`src/rtl/op_issuer.sv`:
```
// Request issuer: accepts ADD/NOOP/illegal commands, drives a registered compute unit for ADD,
// and buffers responses in a small FIFO. Optional counters behind OP_ISSUER_STATS_EN.
module op_issuer #(
    parameter int DATA_W     = 32,
    parameter int CMD_W      = 2,
    parameter int FIFO_DEPTH = 4
) (
    input  logic              clk,
    input  logic              reset,
    input  logic              req_valid,
    output logic              req_ready,
    input  logic [CMD_W-1:0]  req_cmd,
    input  logic [DATA_W-1:0] req_a,
    input  logic [DATA_W-1:0] req_b,
    output logic              alu_enable,
    output logic              alu_reset,
    output logic [CMD_W-1:0]  alu_cmd,
    output logic [DATA_W-1:0] alu_in1,
    output logic [DATA_W-1:0] alu_in2,
    input  logic [DATA_W-1:0] alu_out,
    output logic              rsp_valid,
    input  logic              rsp_ready,
    output logic [DATA_W-1:0] rsp_data,
    output logic [CMD_W-1:0]  rsp_cmd,
    output logic              rsp_err
`ifdef OP_ISSUER_STATS_EN
    ,
    output logic [15:0]       stat_issued,
    output logic [15:0]       stat_errors
`endif
);

    localparam int PTR_W = $clog2(FIFO_DEPTH);
    localparam int CNT_W = PTR_W + 1;
    localparam logic [CMD_W-1:0] CMD_NOOP = CMD_W'(0);
    localparam logic [CMD_W-1:0] CMD_ADD  = CMD_W'(1);

    typedef enum logic [1:0] {IDLE, ISSUE, CAPTURE} state_t;

    state_t            state_q, state_d;
    logic [DATA_W-1:0] a_q, a_d, b_q, b_d;
    logic [PTR_W-1:0]  wr_ptr_q, wr_ptr_d, rd_ptr_q, rd_ptr_d;
    logic [CNT_W-1:0]  count_q, count_d;

    logic [DATA_W-1:0] mem_data_q [FIFO_DEPTH];
    logic [CMD_W-1:0]  mem_cmd_q  [FIFO_DEPTH];
    logic              mem_err_q  [FIFO_DEPTH];

    logic              full, empty, accept, push, pop, issuing;
    logic [DATA_W-1:0] push_data;
    logic [CMD_W-1:0]  push_cmd;
    logic              push_err;

    always_comb begin
        full      = (count_q == CNT_W'(FIFO_DEPTH));
        empty     = (count_q == '0);
        req_ready = (state_q == IDLE) && !full && !reset;
        accept    = req_valid && req_ready;
        pop       = !empty && rsp_ready;

        state_d   = state_q;
        a_d       = a_q;
        b_d       = b_q;
        push      = 1'b0;
        push_data = '0;
        push_cmd  = req_cmd;
        push_err  = 1'b0;

        case (state_q)
            IDLE: begin
                if (accept) begin
                    if (req_cmd == CMD_ADD) begin
                        state_d = ISSUE;
                        a_d     = req_a;
                        b_d     = req_b;
                    end else begin
                        push     = 1'b1;
                        push_err = (req_cmd != CMD_NOOP);
                    end
                end
            end
            ISSUE: state_d = CAPTURE;
            CAPTURE: begin
                // ADD was only accepted with a free slot, so this push always fits
                push      = 1'b1;
                push_data = alu_out;
                push_cmd  = CMD_ADD;
                state_d   = IDLE;
            end
            default: state_d = IDLE;
        endcase

        wr_ptr_d = wr_ptr_q + PTR_W'(push);
        rd_ptr_d = rd_ptr_q + PTR_W'(pop);
        count_d  = count_q + CNT_W'(push) - CNT_W'(pop);
    end

    always_ff @(posedge clk) begin
        if (reset) begin
            state_q  <= IDLE;
            a_q      <= '0;
            b_q      <= '0;
            wr_ptr_q <= '0;
            rd_ptr_q <= '0;
            count_q  <= '0;
        end else begin
            state_q  <= state_d;
            a_q      <= a_d;
            b_q      <= b_d;
            wr_ptr_q <= wr_ptr_d;
            rd_ptr_q <= rd_ptr_d;
            count_q  <= count_d;
        end
    end

    // Storage needs no reset: the count governs validity and outputs are gated when empty
    always_ff @(posedge clk) begin
        if (push) begin
            mem_data_q[wr_ptr_q] <= push_data;
            mem_cmd_q[wr_ptr_q]  <= push_cmd;
            mem_err_q[wr_ptr_q]  <= push_err;
        end
    end

    always_comb begin
        issuing    = (state_q == ISSUE) && !reset;
        alu_reset  = reset;
        alu_enable = reset || issuing;
        alu_cmd    = issuing ? CMD_ADD : CMD_NOOP;
        alu_in1    = issuing ? a_q : '0;
        alu_in2    = issuing ? b_q : '0;

        rsp_valid  = !empty;
        rsp_data   = empty ? '0       : mem_data_q[rd_ptr_q];
        rsp_cmd    = empty ? CMD_NOOP : mem_cmd_q[rd_ptr_q];
        rsp_err    = empty ? 1'b0     : mem_err_q[rd_ptr_q];
    end

`ifdef OP_ISSUER_STATS_EN
    logic [15:0] stat_issued_q, stat_issued_d, stat_errors_q, stat_errors_d;

    always_comb begin
        stat_issued_d = stat_issued_q;
        stat_errors_d = stat_errors_q;
        if (state_q == ISSUE && stat_issued_q != 16'hFFFF)
            stat_issued_d = stat_issued_q + 16'd1;
        if (accept && req_cmd != CMD_ADD && req_cmd != CMD_NOOP && stat_errors_q != 16'hFFFF)
            stat_errors_d = stat_errors_q + 16'd1;
    end

    always_ff @(posedge clk) begin
        if (reset) begin
            stat_issued_q <= '0;
            stat_errors_q <= '0;
        end else begin
            stat_issued_q <= stat_issued_d;
            stat_errors_q <= stat_errors_d;
        end
    end

    assign stat_issued = stat_issued_q;
    assign stat_errors = stat_errors_q;
`endif

endmodule

```
`config.mk`:
```
export PLATFORM = sky130hd
export DESIGN_NAME = op_issuer
export DESIGN_NICKNAME = d
export VERILOG_FILES = /design/src/rtl/op_issuer.sv
export SDC_FILE = /design/constraint.sdc
export NUM_CORES = 1
export LEC_CHECK = 0
export BUFFER_PORTS_ARGS = -buffer_cell sky130_fd_sc_hd__buf_2
export CAP_MARGIN = 20
export CORE_MARGIN = 4
export CORE_UTILIZATION = 56
export CTS_BUF_LIST = sky130_fd_sc_hd__clkbuf_4 sky130_fd_sc_hd__clkbuf_8
export CTS_CLUSTER_SIZE = 25
export DETAILED_ROUTE_END_ITERATION = 8
export PLACE_DENSITY = 0.82
export SETUP_SLACK_MARGIN = 0.1
export SYNTH_ARGS = -nofsm -noshare
export SYNTH_HDL_FRONTEND = slang
export SYNTH_SLANG_ARGS = --single-unit
```
`constraint.sdc`:
```
create_clock -name clk -period 7.5 [get_ports clk]
set_input_delay 1.125 -clock clk [delete_from_list [all_inputs] [get_ports clk]]
set_output_delay 1.125 -clock clk [all_outputs]
set_load 0.03 [all_outputs]
```
Word level (Yosys, flattened, before mapping):

Memory sizes are Yosys's and may differ from the RTL's. A register that Yosys moved wholly into a read port is not among the register bits.
Index checks and enable logic that the tools add are counted.

* flip-flop bits (word level): 73
* bits in writable memories: 140
* bits of input ports: 102
* output and inout port bits: 105
* word-level logic and storage cells: 55
* memories kept: 3

Memories
* mem_data_q: words 4, bits a word 32, read ports 1, clocked after memory_dff 1, wr ports 1, line 45 `logic [DATA_W-1:0] mem_data_q [FIFO_DEPTH];`
* mem_cmd_q: words 4, bits a word 2, read ports 1, clocked after memory_dff 1, wr ports 1, line 46 `logic [CMD_W-1:0] mem_cmd_q [FIFO_DEPTH];`
* mem_err_q: words 4, bits a word 1, read ports 1, clocked after memory_dff 1, wr ports 1, line 47 `logic mem_err_q [FIFO_DEPTH];`

* add/sub/neg operators: 4
* eq/ne operators: 6
* multiplexer cells: 22
* reductions and logical operators: 14

Operators with widths (number)
* $mux W32: 4
* $mux W2: 7
* $mux W1: 9
* $logic_and A1 B1 Y1: 5
* $add A2 B1 Y2: 2
* $eq A2 B1 Y1 const B: 2
* $pmux W2 S2: 1
* $add A3 B1 Y3: 1
* $eq A3 B3 Y1 const B: 1
* $logic_not A1 Y1: 3
* $logic_not A3 Y1: 1
* $reduce_and A3 Y1: 1
* $sub A3 B1 Y3: 1
* $eq A2 B2 Y1 const B: 1
* $logic_not A2 Y1: 1
* $ne A2 B1 Y1 const B: 1
* $ne A2 B2 Y1 const B: 1
* $pmux W1 S2: 1
* $reduce_and A2 Y1: 1
* $reduce_bool A2 Y1: 1
* $logic_or A1 B1 Y1: 1

Depth between registers and ports, before layout:

Gate-level depths: netlist (run 1).

* word-level depth: 9
* depth in mapped cells: 11
* depth with buffers taken out: 10

Worst setup path before layout (run 1):

Ideal clock, no wire load.

* path type: input-to-reg
* start point: in reset
* end point: mem mem_cmd_q[2][0], enable pin
* data arrival time: 5.580 ns
* required time: 6.973 ns
* setup slack: 1.392 ns
* stages: 3
* path buffers: 0
* cell sequence: nor4b_2 > a31oi_1 > nor4b_1

* longest elaborated chain between the ends: 7

Ends and longest elaborated chain
* from (decl): line 9 `input logic reset,`
* $logic_not A1 Y1: line 57 `req_ready = (state_q == IDLE) && !full && !reset;`
* $logic_and A1 B1 Y1: line 57
* $logic_and A1 B1 Y1: line 58 `accept = req_valid && req_ready;`
* $mux W1: line 71 `if (accept) begin`
* $pmux W1 S2: line 69 `case (state_q)`
* $mux W1: line 118 `if (push) begin`
* $mux W1 (implied by the code): line 120 `mem_cmd_q[wr_ptr_q] <= push_cmd;`
* to (decl): line 46

No other way between the ends.

Worst setup path after layout (run 1):

* start point: in reset
* end point: out alu_in1[14]

* longest elaborated chain between the ends: 3

Ends and longest elaborated chain
* $logic_not A1 Y1: line 126 `issuing = (state_q == ISSUE) && !reset;`
* $logic_and A1 B1 Y1: line 126
* $mux W32: line 130 `alu_in1 = issuing ? a_q : '0;`
* to (decl): line 18 `output logic [DATA_W-1:0] alu_in1,`

No other way between the ends.

==> results of run 1 <==
-- Yosys cell counts (all sizes together), types with 3 or more instances --
cell type	number
nor3	3
ha	4
and2	96
nor4b	3
inv	4
nor2b	100
nor2	6
edfxtp	140
nand2b	3
mux4	35
xnor2	4
mux2	57
clkbuf	28
o31ai	7
nand4	7
a21oi	7
buf	15
dfxtp	73
-- power by group --
part | switching, uW | leakage, uW | internal, uW
combinational | 491 | 0.00217 | 314
clock | 427 | 0.000375 | 587
sequential | 49.4 | 0.00189 | 1300
total | 968 | 0.00444 | 2200
-- stage by stage --
step | worst slack [ns] | power (uW) | std cells
final | 3.568 | 3171 | 1053
after CTS | 3.360 | 3210 | 1049
after floorplan | 1.392 | 1964 | 604
after detailed placement | 3.085 | 2193 | 987
after global routing | 3.414 | 3313 | 1053
after global placement | 3.198 | 2180 | 987
-- worst max-delay path, stage by stage --
cell,delay (ns)
buf_2,0.10
buf_4,0.34
nor2_4,0.59
buf_16,0.24
and2_1,0.16
buf_2,0.20
-- per-layer routing --
metal / GRT usage, % / part of all wire, %
met1: 24.48 / 39
met2: 34.22 / 48
met3: 7.675 / 9.8
met4: 8.145 / 3.2
met5: 0 / 0
-- layout make-up --
type	count	area [um2]
clock inverters	9	73.82
multi-input cells	344	3108
flip-flops and latches	213	5668
clock buffers	53	648.1
repair buffers	216	1129
well taps	211	264.0
fillers	1088	4514
diodes	3	7.507
inverters	4	15.01
-- final timing paths --
check / end / depth (start not counted) / slack (ns) / from
setup / recovery: alu_in1[14] / 6 / 3.57 / reset
hold / removal: b_q[24] / 2 / 0.48 / b_q[24]
setup reg to reg: count_q[2] / 10 / 4.27 / state_q[0]
hold reg to reg: b_q[24] / 2 / 0.48 / b_q[24]
-- sequential cells by signal, indices dropped and copies added, names as in the netlist --
register / cells
b_q: 32
count_q: 3
state_q: 2
mem_err_q: 4
mem_data_q: 128
a_q: 32
wr_ptr_q: 2
rd_ptr_q: 2
mem_cmd_q: 8
-- cell families (layout without fill, tap and decap cells) --
group | count (synthesis) | count (layout) | share of synthesized area (%)
AND/OR/NAND/NOR | 227 | 227 | 16.03
XOR/XNOR | 4 | 4 | 0.3909
multiplexers | 92 | 92 | 15.96
adder cells (fa/ha/maj) | 5 | 5 | 0.7819
buffers and inverters | 47 | 282 | 2.527
AO/OA/AOI/OAI | 15 | 15 | 1.047
other | 1 | 4 | 0.04185
flip-flops | 213 | 213 | 63.22
==> results.yml, run 1 <==
status:
  status: "finished clean"
global_routing:
  antenna_found_initial: 3
  grt_pass1_vias: 5993
  grt_util_all_layers_pct: 20.58
  grt.overflow.total: 0
  grt_max_degree: 79
  grt_pass1_wl_mm: 29.59
synth:
  mappedNetlistArea_um2: 8961
  synth_cells: 604
  synth_top_area_share_pct: 46.91
  avgSynthCellArea_um2: 14.84
  syn-num-nets: 711
  ys.flop_type: "edfxtp_1"
  synth_top_area_cell: "edfxtp_1"
  synth_cell_types: 34
  synthTopCellsByArea: "edfxtp_1 (47%), dfxtp_1 (16%), mux4_2 (8.8%), nor2b_1 (7.0%), and2_1 (6.7%)"
  ys_seq_elements: 213
  synth-edff-count: 140
  yosysSeqAreaShare_pct: 63.22
  ys.warnings.count: 0
  synthArstFlopShare_pct: 0
critical_path:
  crit_type: "in2out"
  startpoint_type: "input pin"
  end_kind: "primary output"
  arrival_ns: 2.81
  worstPathRequired_ns: 6.38
  crit_fanout: 78
layout:
  area_growth_pct: 21.78
  final_area_um2: 10910
  final_cell_mix: "buf_2 (205), edfxtp_1 (140), nor2b_1 (99), and2_1 (96), dfxtp_1 (71)"
  final_util_pct: 70.74
  nNetsFinal: 921
  final_common_cell: "buf_2"
  final_layout_size_suffix_gt1_share_pct: 43.27
floorplanning:
  die-area_um2: 18090
  io_pins: 207
  die_w_um: 134.5
  rows: 45
  die_y_um: 134.5
  core_area_um2: 15430
  start_util_pct: 58.09
clocking:
  clkTransAtPathRegs_ns: 0.06
  ctsHoldBuffers: 0
  clk_path_buf_depth: 3
  clk_latency_ns: 0.51
  cts_buffers: 35
  cts_tree: "done"
  cts_setup_buffers: 0
  ctsResizeCount: 0
  htreeDepth: 2
  tritoncts_num_sinks: 213
  cts_root_buf: "clkbuf_8"
sta:
  fin_worst_skew_ns: 0.009333
  rsz0062_at_grt: "false"
  whs_ns: 0.4819
  hold_viol: 0
  tightest_slew_ns: 0.9834
  fmax_mhz: 254.3
  setup_tns_ns: 0
  setup_violations: 0
  slew_violations: 0
  slew_headroom_pct: 34.44
  period_needed_ns: 3.932
  finalCritPeriodShare_pct: 52.42
routing:
  drc: 0
  final_antenna_net_count: 0
  drtIter0Drc: 181
  dr.pass1.iters: 4
  viasPerCell: 5.273
  num_vias: 5552
  drt-total-wl_mm: 18.87
  post_drt_wl_per_cell_um: 17.92
run:
  drv_cap: 0
pwr:
  ir_drop_mv: 0.1504
  p_leak_uw: 0.004437
  powerDensity_nw_per_um2: 290.6
placement:
  placedInstanceArea_um2: 10160
  port-buffer-count: 205
  dp.final_hpwl_mm: 12.23
  gp_congestion: 0.7894
worst_hold_path:
  hp-class: "reg2reg"
(Power assumes the default switching activity.)
==> run 2, diff against run 1 <==
- clock period: 7.5 -> 3.8 ns (I/O delays scaled with it)
==> results.yml, run 2 (synthesis results as in run 1) <==
status:
  status: "finished clean"
clocking:
  ctsResizeCount: 0
  clk_path_buf_depth: 3
  cts_setup_buffers: 0
  ctsHoldBuffers: 0
  cts_root_buf: "clkbuf_8"
  cts_buffers: 35
  tritoncts_num_sinks: 213
  clkTransAtPathRegs_ns: 0.06
  clk_latency_ns: 0.50
  htreeDepth: 2
  cts_tree: "done"
routing:
  post_drt_wl_per_cell_um: 17.98
  drt-total-wl_mm: 18.88
  dr.pass1.iters: 4
  drtIter0Drc: 241
  final_antenna_net_count: 0
  num_vias: 5524
  drc: 0
  viasPerCell: 5.261
sta:
  tightest_slew_ns: 0.9717
  slew_violations: 0
  fmax_mhz: 334.4
  fin_worst_skew_ns: 0.01057
  rsz0062_at_grt: "false"
  slew_headroom_pct: 35.22
  hold_viol: 0
  setup_violations: 0
  setup_slack_ns: 0.8094
  period_needed_ns: 2.991
  finalCritPeriodShare_pct: 78.70
critical_path:
  r2r_end: "count_q[2]"
  rrSetupSlack_ns: 0.81
  crit_path_max_incr_delay_ns: 0.49
  critPathTopFamily: "adder cells"
  critPathBufInv: 3
  arrival_ns: 3.35
  path_cells: "nor4b_2, buf_4, a31oi_1, buf_4, or2_2, ha_1, inv_1, ha_1, fa_1, xnor2_1, xnor2_1, nor2_1"
  worstPathRequired_ns: 4.16
  end_kind: "flip-flop"
  cpMaxStageDelayCell: "dfxtp_1"
  crit_type: "reg2reg"
  timing.rr.start: "state_q[0]"
  startpoint_type: "flip-flop"
  crit_fanout: 11
  r2r_cells: 12
pwr:
  ir_drop_mv: 0.3140
  p_leak_uw: 0.004443
  powerDensity_nw_per_um2: 574.3
layout:
  antennaDiodeCount: 0
  ff_latch_area_um2: 5668
  largest_reg_flops: 128
  multi_input_area_um2: 3136
  top_register: "mem_data_q"
  final_common_cell: "buf_2"
  nFillCells: 1070
  area_growth_pct: 21.87
  nNetsFinal: 922
  reg_top3: "mem_data_q (128), a_q (32), b_q (32)"
  final_layout_size_suffix_gt1_share_pct: 43.38
  final_cell_mix: "buf_2 (205), edfxtp_1 (140), nor2b_1 (99), and2_1 (96), dfxtp_1 (71)"
  final_util_pct: 70.79
global_routing:
  grt_util_all_layers_pct: 21.07
  antenna_found_initial: 0
  grt_pass1_vias: 5930
  grt_max_degree: 77
  grt_pass1_wl_mm: 30.20
  grt.overflow.total: 0
floorplanning:
  start_util_pct: 58.09
  die_w_um: 134.5
  core_area_um2: 15430
  io_pins: 207
  die_y_um: 134.5
  die-area_um2: 18090
  rows: 45
placement:
  dp.final_hpwl_mm: 11.85
  place_ws_ns: 0.7286
  port-buffer-count: 205
  gp_congestion: 0.7846
run:
  drv_cap: 0
worst_hold_path:
  hp-class: "in2reg"
  min_from: "req_a[19]"
  hold_path_end: "a_q[19]"
  hold_depth: 2
-- run 2: cell count changes in the layout (fill, tap and decap cells not counted), sizes merged --
cell and change:
inv +1, clkinv -2, clkbuf +2, buf +1, clkinvlp -2, diode -3
-- run 2: cell type report --
| type | count | area share [%] |
|---|---|---|
| tap | 211 | 2.417 |
| clock buffer | 55 | 5.958 |
| clock inverter | 6 | 0.5385 |
| sequential | 213 | 51.90 |
| inverter | 4 | 0.1375 |
| multi-input combinational | 344 | 28.71 |
| timing repair buffer | 217 | 10.33 |
-- run 2: worst max-delay path by stage --
stage / startpoint / endpoint / cells after the start
6_report: state_q[0] / count_q[2] / 12
5_1_grt: rd_ptr_q[0] / rsp_cmd[1] / 4
4_1_cts: rd_ptr_q[0] / rsp_cmd[1] / 4
3_5_place_dp: reset / count_q[2] / 13
3_3_place_gp: reset / count_q[2] / 13
2_1_floorplan: state_q[0] / mem_cmd_q[1][0] / 4
-- run 2: through the flow --
| step | hold slack, ns | power [uW] | cell area [um2] | instances | TNS (ns) |
|---|---|---|---|---|---|
| 2_1_floorplan | 0.4437 | 3876 | 8985 | 604 | -5.545 |
| 3_3_place_gp | 0.4557 | 4324 | 10210 | 989 | 0 |
| 3_5_place_dp | 0.4746 | 4354 | 10210 | 989 | 0 |
| 4_1_cts | 0.2370 | 6351 | 10920 | 1050 | 0 |
| 5_1_grt | 0.2406 | 6575 | 10920 | 1050 | 0 |
| 6_report | 0.2784 | 6271 | 10920 | 1050 | 0 |
-- run 2: worst register-to-register path: cells and delay by family (launching register included) --
kind                     cells  cell delay, ns
flip-flops                   1            0.49
AND/OR/NAND/NOR              3            0.67
adder cells (fa/ha/maj)      3            0.84
XOR/XNOR                     2            0.31
buffers and inverters        3            0.45
AO/OA/AOI/OAI                1            0.09
-- run 2: routing by layer --
layer  vias up  GRT usage (%)  wire, um
met2       222          34.36      9255
met3        23          7.861      1845
li1       2579              -         -
met5         -              0         0
met4         0          7.070       238
met1      2700          26.25      7538
-- run 2: power breakdown --
group / total (uW) / switching, uW / internal (uW)
Clock: 1990 / 830 / 1150
Combinational: 1590 / 958 / 636
Sequential: 2690 / 122 / 2570
==> run 3, diff against run 2 <==
- CORE_UTILIZATION: 56 -> 50
- PLACE_DENSITY: 0.82 -> 0.78
- clock period: 3.8 -> 2.5 ns (I/O delays scaled with it)
==> results.yml, run 3 (synthesis results as in run 1) <==
status:
  status: "finished clean"
layout:
  final_layout_size_suffix_gt1_share_pct: 47.37
  reg_top3: "mem_data_q (128), a_q (32), b_q (32)"
  top_register: "mem_data_q"
  largest_reg_flops: 128
  final_cell_mix: "edfxtp_1 (140), buf_2 (119), and2_1 (96), nor2b_1 (91), buf_4 (74)"
  area_growth_pct: 32.71
  antennaDiodeCount: 0
  nNetsFinal: 956
  final_common_cell: "edfxtp_1"
floorplanning:
  start_util_pct: 51.45
  core_area_um2: 17420
  io_pins: 207
  rows: 48
  die_w_um: 141.9
  die_y_um: 141.9
  die-area_um2: 20130
routing:
  final_antenna_net_count: 0
  drc: 0
  viasPerCell: 5.312
  drtIter0Drc: 216
  num_vias: 5838
  dr.pass1.iters: 5
  drt-total-wl_mm: 22.28
  post_drt_wl_per_cell_um: 20.27
sta:
  tightest_slew_ns: 0.7075
  setup_violations: 0
  whs_ns: 0.07567
  rsz0062_at_grt: "true"
  finalCritPeriodShare_pct: 94.62
  fin_worst_skew_ns: 0.01690
  hold_viol: 0
  fmax_mhz: 422.7
  slew_violations: 0
  slew_headroom_pct: 52.83
  period_needed_ns: 2.366
pwr:
  powerDensity_nw_per_um2: 881.7
  p_leak_uw: 0.004743
  ir_drop_mv: 0.6344
  power.total_uw: 10490
clocking:
  cts_root_buf: "clkbuf_8"
  clk_path_buf_depth: 3
  cts_tree: "done"
  ctsHoldBuffers: 0
  clkTransAtPathRegs_ns: 0.06
  clk_latency_ns: 0.51
  htreeDepth: 2
  cts_buffers: 36
  tritoncts_num_sinks: 213
placement:
  dp.final_hpwl_mm: 12.76
  port-buffer-count: 205
  gp_congestion: 0.7564
critical_path:
  crit_fanout: 6
  crit_type: "reg2out"
  path_cells: "buf_12, clkbuf_16, mux4_2, nor2b_1, buf_2"
  critPathBufInv: 3
  end_kind: "primary output"
  startpoint_type: "flip-flop"
  crit_path_max_incr_delay_ns: 0.47
  cpMaxStageDelayCell: "mux4_2"
  arrival_ns: 1.99
  worstPathRequired_ns: 2.12
  critPathTopFamily: "buffers and inverters"
global_routing:
  grt_pass1_vias: 6347
  grt_pass1_wl_mm: 32.60
  grt.overflow.total: 0
  antenna_found_initial: 1
  grt_util_all_layers_pct: 20.57
  grt_max_degree: 67
run:
  drv_cap: 0
worst_hold_path:
  hp-class: "in2reg"
-- run 3: through the flow --
step | setup TNS [ns] | cells | instance area, um2 | util (%) | worst slack [ns]
floorplan | -29.96 | 604 | 9052 | - | -0.3338
global placement | -0.1236 | 1017 | 10450 | 59.97 | -0.1236
CTS | 0 | 1085 | 11330 | 65.08 | 0.08584
global route | 0 | 1099 | 11890 | 68.28 | 0.05262
finish | 0 | 1099 | 11890 | 68.28 | 0.1345
detailed placement | -0.1582 | 1017 | 10450 | 59.97 | -0.1582
-- run 3: where the power goes --
| group | internal, uW | switching (uW) |
|---|---|---|
| Combinational | 1550 | 1800 |
| Sequential | 3910 | 81.2 |
| Clock | 1830 | 1320 |
| Total | 7290 | 3200 |
-- run 3: layout make-up --
class	instances	area, um2
Multi-Input combinational cell	344	3239
Fill cell	1180	5524
Clock buffer	55	675.6
Clock inverter	8	67.56
Inverter	4	15.01
Sequential cell	213	5674
Tap cell	225	281.5
Timing Repair Buffer	250	1939
-- run 3: path summary, 6_finish.rpt --
kind,from,to,slack (ns),cells after the start
worst max-delay path,rd_ptr_q[0],rsp_data[1],0.13,5
worst min-delay path,req_a[13],a_q[13],0.08,2
worst max register to register,state_q[1],count_q[2],0.16,10
worst min register to register,a_q[14],a_q[14],0.47,2
-- run 3: per-layer routing --
metal / share of wire (%) / GRT usage, % / up-vias
met2: 50 / 35.95 / 259
li1: - / - / 2660
met4: 2.0 / 6.465 / 2
met1: 38 / 23.53 / 2876
met3: 9.5 / 7.583 / 41
met5: 0.031 / 0 / -
-- run 3: timing repair --
item                                    CTS  global route
gates resized for setup                  19           166
pin swaps                                 7             9
endpoints found under the setup margin  100            92
buffers inserted                          2             4
cloned                                    3            10
